==> src/rtl/bram_stream_reader_pkg.sv <==
// Shared defaults and FSM state encoding for the BRAM stream reader.
package bram_stream_reader_pkg;

    localparam int DWIDTH_DEF   = 8;
    localparam int AWIDTH_DEF   = 7;
    localparam int MEM_SIZE_DEF = 128;

    typedef enum logic [1:0] {
        IDLE = 2'd0,
        READ = 2'd1,
        DONE = 2'd2
    } state_t;

endpackage

==> src/rtl/bram_rd_skid.sv <==
// Two-entry FIFO that catches BRAM read data so the stream can stall without losing words.
module bram_rd_skid
    import bram_stream_reader_pkg::*;
#(
    parameter int DWIDTH = DWIDTH_DEF
) (
    input  logic              clk,
    input  logic              reset_n,
    input  logic              push,
    input  logic [DWIDTH-1:0] push_data,
    input  logic              pop,
    output logic [DWIDTH-1:0] head_data,
    output logic [1:0]        count,
    output logic              empty,
    output logic              full
);

    logic [DWIDTH-1:0] mem [2];
    logic              wr_ptr;
    logic              rd_ptr;

    always_ff @(posedge clk or negedge reset_n) begin
        if (!reset_n) begin
            mem[0] <= '0;
            mem[1] <= '0;
            wr_ptr <= 1'b0;
            rd_ptr <= 1'b0;
            count  <= 2'd0;
        end else begin
            if (push) begin
                mem[wr_ptr] <= push_data;
                wr_ptr      <= ~wr_ptr;
            end
            if (pop) begin
                rd_ptr <= ~rd_ptr;
            end
            case ({push, pop})
                2'b10:   count <= count + 2'd1;
                2'b01:   count <= count - 2'd1;
                default: count <= count;
            endcase
        end
    end

    assign head_data = mem[rd_ptr];
    assign empty     = (count == 2'd0);
    assign full      = (count == 2'd2);

endmodule

==> src/rtl/bram_stream_reader.sv <==
// Reads a run of consecutive BRAM words and streams them out in address order,
// issuing reads only when the skid buffer is guaranteed to have room for the result.
module bram_stream_reader
    import bram_stream_reader_pkg::*;
#(
    parameter int DWIDTH   = DWIDTH_DEF,
    parameter int AWIDTH   = AWIDTH_DEF,
    parameter int MEM_SIZE = MEM_SIZE_DEF
) (
    input  logic              clk,
    input  logic              reset_n,
    input  logic              i_run,
    input  logic [AWIDTH-1:0] i_num_cnt,
    input  logic [AWIDTH-1:0] i_base_addr,
    output logic [AWIDTH-1:0] addr0,
    output logic              ce0,
    output logic              we0,
    input  logic [DWIDTH-1:0] q0,
    output logic              o_valid,
    input  logic              i_ready,
    output logic [DWIDTH-1:0] o_data,
    output logic              o_idle,
    output logic              o_read,
    output logic              o_done
);

    localparam logic [AWIDTH:0] MEM_LIMIT = (AWIDTH+1)'(MEM_SIZE);

    state_t            state;
    state_t            state_next;
    logic [AWIDTH-1:0] num_q;
    logic [AWIDTH-1:0] base_q;
    logic [AWIDTH-1:0] issued;
    logic [AWIDTH-1:0] popped;
    logic              inflight;
    logic              pop;
    logic              start;
    logic [1:0]        buf_cnt;
    logic              buf_empty;
    logic              buf_full;
    logic [2:0]        occupancy;
    logic [AWIDTH:0]   addr_sum;
    logic [AWIDTH:0]   popped_sum;

    assign we0     = 1'b0;
    assign o_valid = ~buf_empty;
    assign pop     = o_valid & i_ready;
    assign start   = (state == IDLE) & i_run;

    always_ff @(posedge clk or negedge reset_n) begin
        if (!reset_n) begin
            state <= IDLE;
        end else begin
            state <= state_next;
        end
    end

    // Occupancy counts words already buffered plus the one still coming out of the BRAM,
    // less the one leaving this cycle; a new read is only allowed if it will fit.
    always_comb begin
        state_next = state;
        o_idle     = 1'b0;
        o_read     = 1'b0;
        o_done     = 1'b0;
        ce0        = 1'b0;
        addr0      = '0;
        occupancy  = {1'b0, buf_cnt} + {2'b00, inflight} - {2'b00, pop};
        addr_sum   = {1'b0, base_q} + {1'b0, issued};
        popped_sum = {1'b0, popped} + {{AWIDTH{1'b0}}, pop};
        case (state)
            IDLE: begin
                o_idle = 1'b1;
                if (i_run) begin
                    state_next = READ;
                end
            end
            READ: begin
                o_read = 1'b1;
                if ((issued < num_q) && (occupancy < 3'd2)) begin
                    ce0   = 1'b1;
                    addr0 = AWIDTH'((addr_sum >= MEM_LIMIT) ? (addr_sum - MEM_LIMIT) : addr_sum);
                end
                if (popped_sum == {1'b0, num_q}) begin
                    state_next = DONE;
                end
            end
            DONE: begin
                o_done     = 1'b1;
                state_next = IDLE;
            end
            default: begin
                state_next = IDLE;
            end
        endcase
    end

    always_ff @(posedge clk or negedge reset_n) begin
        if (!reset_n) begin
            num_q    <= '0;
            base_q   <= '0;
            issued   <= '0;
            popped   <= '0;
            inflight <= 1'b0;
        end else begin
            inflight <= ce0;
            if (start) begin
                num_q  <= i_num_cnt;
                base_q <= i_base_addr;
                issued <= '0;
                popped <= '0;
            end else begin
                if (ce0) begin
                    issued <= issued + AWIDTH'(1);
                end
                if (pop) begin
                    popped <= popped + AWIDTH'(1);
                end
            end
        end
    end

    bram_rd_skid #(
        .DWIDTH(DWIDTH)
    ) u_skid (
        .clk      (clk),
        .reset_n  (reset_n),
        .push     (inflight),
        .push_data(q0),
        .pop      (pop),
        .head_data(o_data),
        .count    (buf_cnt),
        .empty    (buf_empty),
        .full     (buf_full)
    );

    // Issue gating must make it impossible for returning data to find the buffer full.
    skid_no_overflow: assert property (@(posedge clk) disable iff (!reset_n)
        !(inflight && buf_full && !pop));

endmodule

==> config.mk <==
export PLATFORM = sky130hd
export DESIGN_NAME = bram_stream_reader
export DESIGN_NICKNAME = d
export VERILOG_FILES = /design/src/rtl/bram_stream_reader_pkg.sv /design/src/rtl/bram_rd_skid.sv /design/src/rtl/bram_stream_reader.sv
export SDC_FILE = /design/constraint.sdc
export NUM_CORES = 1
export LEC_CHECK = 0
export ABC_AREA = 1
export BUFFER_PORTS_ARGS = -buffer_cell sky130_fd_sc_hd__buf_2
export CAP_MARGIN = 30
export CELL_PAD_IN_SITES_DETAIL_PLACEMENT = 2
export CELL_PAD_IN_SITES_GLOBAL_PLACEMENT = 2
export CORE_MARGIN = 5
export CORE_UTILIZATION = 33
export CTS_CLUSTER_DIAMETER = 50
export DETAILED_ROUTE_END_ITERATION = 8
export GPL_TIMING_DRIVEN = 0
export PLACE_DENSITY = 0.83
export SYNTH_ARGS = -nofsm -noshare
export SYNTH_HDL_FRONTEND = slang
export SYNTH_HIERARCHICAL = 1
export SYNTH_SLANG_ARGS = --single-unit
==> constraint.sdc <==
create_clock -name clk -period 3 [get_ports clk]
set_input_delay 0 -clock clk [delete_from_list [all_inputs] [get_ports clk]]
set_output_delay 0 -clock clk [all_outputs]
set_load 0.01 [all_outputs]
==> run_results.csv <==
group,metric,value,unit
cts,cts_buffer_depth,2,
route,wl,9.17,mm
job,maxCapViolations,0,
critical_path,r2r-end,"issued[5]$_DFFE_PN0P_",
power,power,0.00363,W
finish,syn_to_final_growth,25.4,%
critical_path,worstPathArrival,2.83,ns
run_status,status,"finished, final reports clean",
sta,fmax,0.354,GHz
sta,slew_headroom,64.5,%
global_routing,grt_overflow_total,0,
global_routing,first_global_vias,3152,
global_routing,gr-usage-all-layers,17.1,%
synth,syn_avg_cell_area,7.70,um2
floorplan,die_w,105,um
sta,finalHoldViolCount,0,
critical_path,path_class,"reg -> out",
cts,cts_max_level,2,
cts,clock_sinks,51,
power,p_comb_share,52.5,%
sta,post-route-min-period,2.83,ns
synth,yosysWarnings,6,
global_routing,antenna_found_initial,0,
worst_hold_path,worst_hold_path_type,"in -> reg",
power,p_leak,2.03,nW
floorplan,ioPinCount,47,
route,drt_iter0_drc,34,
critical_path,end_kind,"output pin",
worst_hold_path,whs_path_depth,4,
power,p_int,0.00196,W
finish,layout_commonest_cell,"nand2_1",
global_routing,grt_pass1_wl,15.5,mm
sta,drv_slew,0,
finish,drive_above_1_share,18.4,%
critical_path,r2r_setup_slack,0.39,ns
route,vias_per_cell,4.91,
place,place.gp.congestion,0.780,
floorplan,initial_core_util,34.1,%
critical_path,worstPathMaxFanout,11,
finish,fillCellCount,998,
sta,setup_tns,0,ns
finish,final_nets,510,
place,placed_cells_incl_taps,542,
critical_path,r2r_cells,14,
worst_hold_path,min_from,"i_ready",
route,drc,0,
synth,synth_nets,432,
critical_path,required,3.00,ns
finish,final_util,42.8,%
cts,path_clk_slew,0.11,ns
finish,num_antenna_cells,0,
sta,fin_crit_sh,94.2,%
critical_path,r2r_start,"u_skid/count[0]$_DFFE_PN0P_",
route,antenna_left,0,
cts,numCtsBuffers,5,
route,wl_per_cell,15.9,um
sta,finClkSkew,0.0137,ns
worst_hold_path,min_to,"popped[1]$_DFFE_PN0P_",
floorplan,core,0.00876,mm2
critical_path,critPathLaunchType,"flop",
place,portBuffers,45,
power,ir_drop,329,uV
finish,stdcell_count,575,
cts,cts_root_buffer,"clkbuf_8",
floorplan,dieArea,0.0111,mm2
route,drt-pass1-iter-count,4,
cts,cts_tree,"done",
sta,worstMarginPinSlew,0.532,ns
power,seqPwrFrac,33.4,%
route,vias,2823,
cts,clk_latency,0.31,ns
floorplan,die_h,105,um
synth,synth_area,0.00299,mm2
power,pwr-share-clk,14.1,%
finish,layout_common_cells,"114 x nand2_1, 53 x inv_1, 49 x dfrtp_1",
power,p_sw,0.00167,W
sta,finalSetupViolations,0,
global_routing,grt_start_max_net_pins,34,
synth,synthCells,388,
power,power_density,969,mW/mm2
floorplan,rows,34,
power,p_sw_share,46.0,%
place,dp_hpwl,6.76,mm
-- power by group through the flow --
stage | registers [W] | clock network, W | logic (W)
finish | 0.00121 | 0.000512 | 0.00191
global route | 0.00125 | 0.000555 | 0.00218
CTS | 0.00122 | 0.000529 | 0.00188
detailed placement | 0.00123 | 0 | 0.00182
global placement | 0.00121 | 0 | 0.00170
floorplan | 0.00115 | 0 | 0.00123
-- final cells by class --
class / instances / area (um2) / share of cell area [%]
Clock buffer: 5 / 68.8 / 1.84
Tap cell: 108 / 135 / 3.61
Inverter: 58 / 220 / 5.88
Multi-Input combinational cell: 268 / 1430 / 38.1
Sequential cell: 51 / 1280 / 34.1
Clock inverter: 3 / 47.5 / 1.27
Timing Repair Buffer: 71 / 490 / 13.1
Buffer: 11 / 80.1 / 2.14
-- critical path, cell delays in order (launching register included) --
cell	delay (ns)
dfrtp_2	0.46
nor2_1	0.13
inv_1	0.10
nand2_1	0.14
inv_2	0.09
nor2_1	0.09
o21ai_0	0.10
fa_1	0.40
xor2_1	0.17
nor2_1	0.13
nand4_2	0.20
inv_4	0.20
nand2_1	0.06
nor2_1	0.09
buf_2	0.14
-- flip-flops by register name, indices dropped and copies added, names as in the netlist --
name / flops
u_skid/count: 2
state: 2
u_skid/wr_ptr: 1
base_q: 7
popped: 7
issued: 7
num_q: 7
u_skid/rd_ptr: 1
inflight: 1
u_skid/mem: 16
-- per-layer routing --
| metal | up-vias | wire length [um] | track usage (%) |
|---|---|---|---|
| met1 | 1408 | 3950 | 20.5 |
| met3 | 7 | 304 | 3.14 |
| met4 | 0 | 68 | 2.83 |
| met2 | 40 | 4840 | 31.9 |
| met5 | - | 0 | 0 |
| li1 | 1368 | - | - |
-- through the flow --
step	setup slack [ns]	hold slack, ns	cell area (um2)
after floorplan	0.759	-0.296	2990
after global placement	0.458	0.192	3350
after detailed placement	0.363	0.000388	3370
after CTS	0.00225	0.0802	3720
after global routing	-0.0531	0.134	3750
final	0.173	0.104	3750
-- how the worst max path moves through the flow --
stage                                            from  endpoint  slack, ns
after floorplan           u_skid/count[1]$_DFFE_PN0P_  addr0[5]       0.76
after global placement    u_skid/count[0]$_DFFE_PN0P_  addr0[5]       0.46
after detailed placement  u_skid/count[1]$_DFFE_PN0P_  addr0[5]       0.36
after CTS                 u_skid/count[1]$_DFFE_PN0P_  addr0[5]      0.002
after global routing      u_skid/count[0]$_DFFE_PN0P_  addr0[4]      -0.05
final                     u_skid/count[0]$_DFFE_PN0P_  addr0[6]       0.17
-- repair_timing --
action	CTS	global route
resized for setup	1	6
pin swaps	0	1
hold endpoints to repair	44	0
endpoints found under the setup margin	1	7
hold buffers	23	0
setup buffers	0	2
Power figures use the tool's default switching activity.
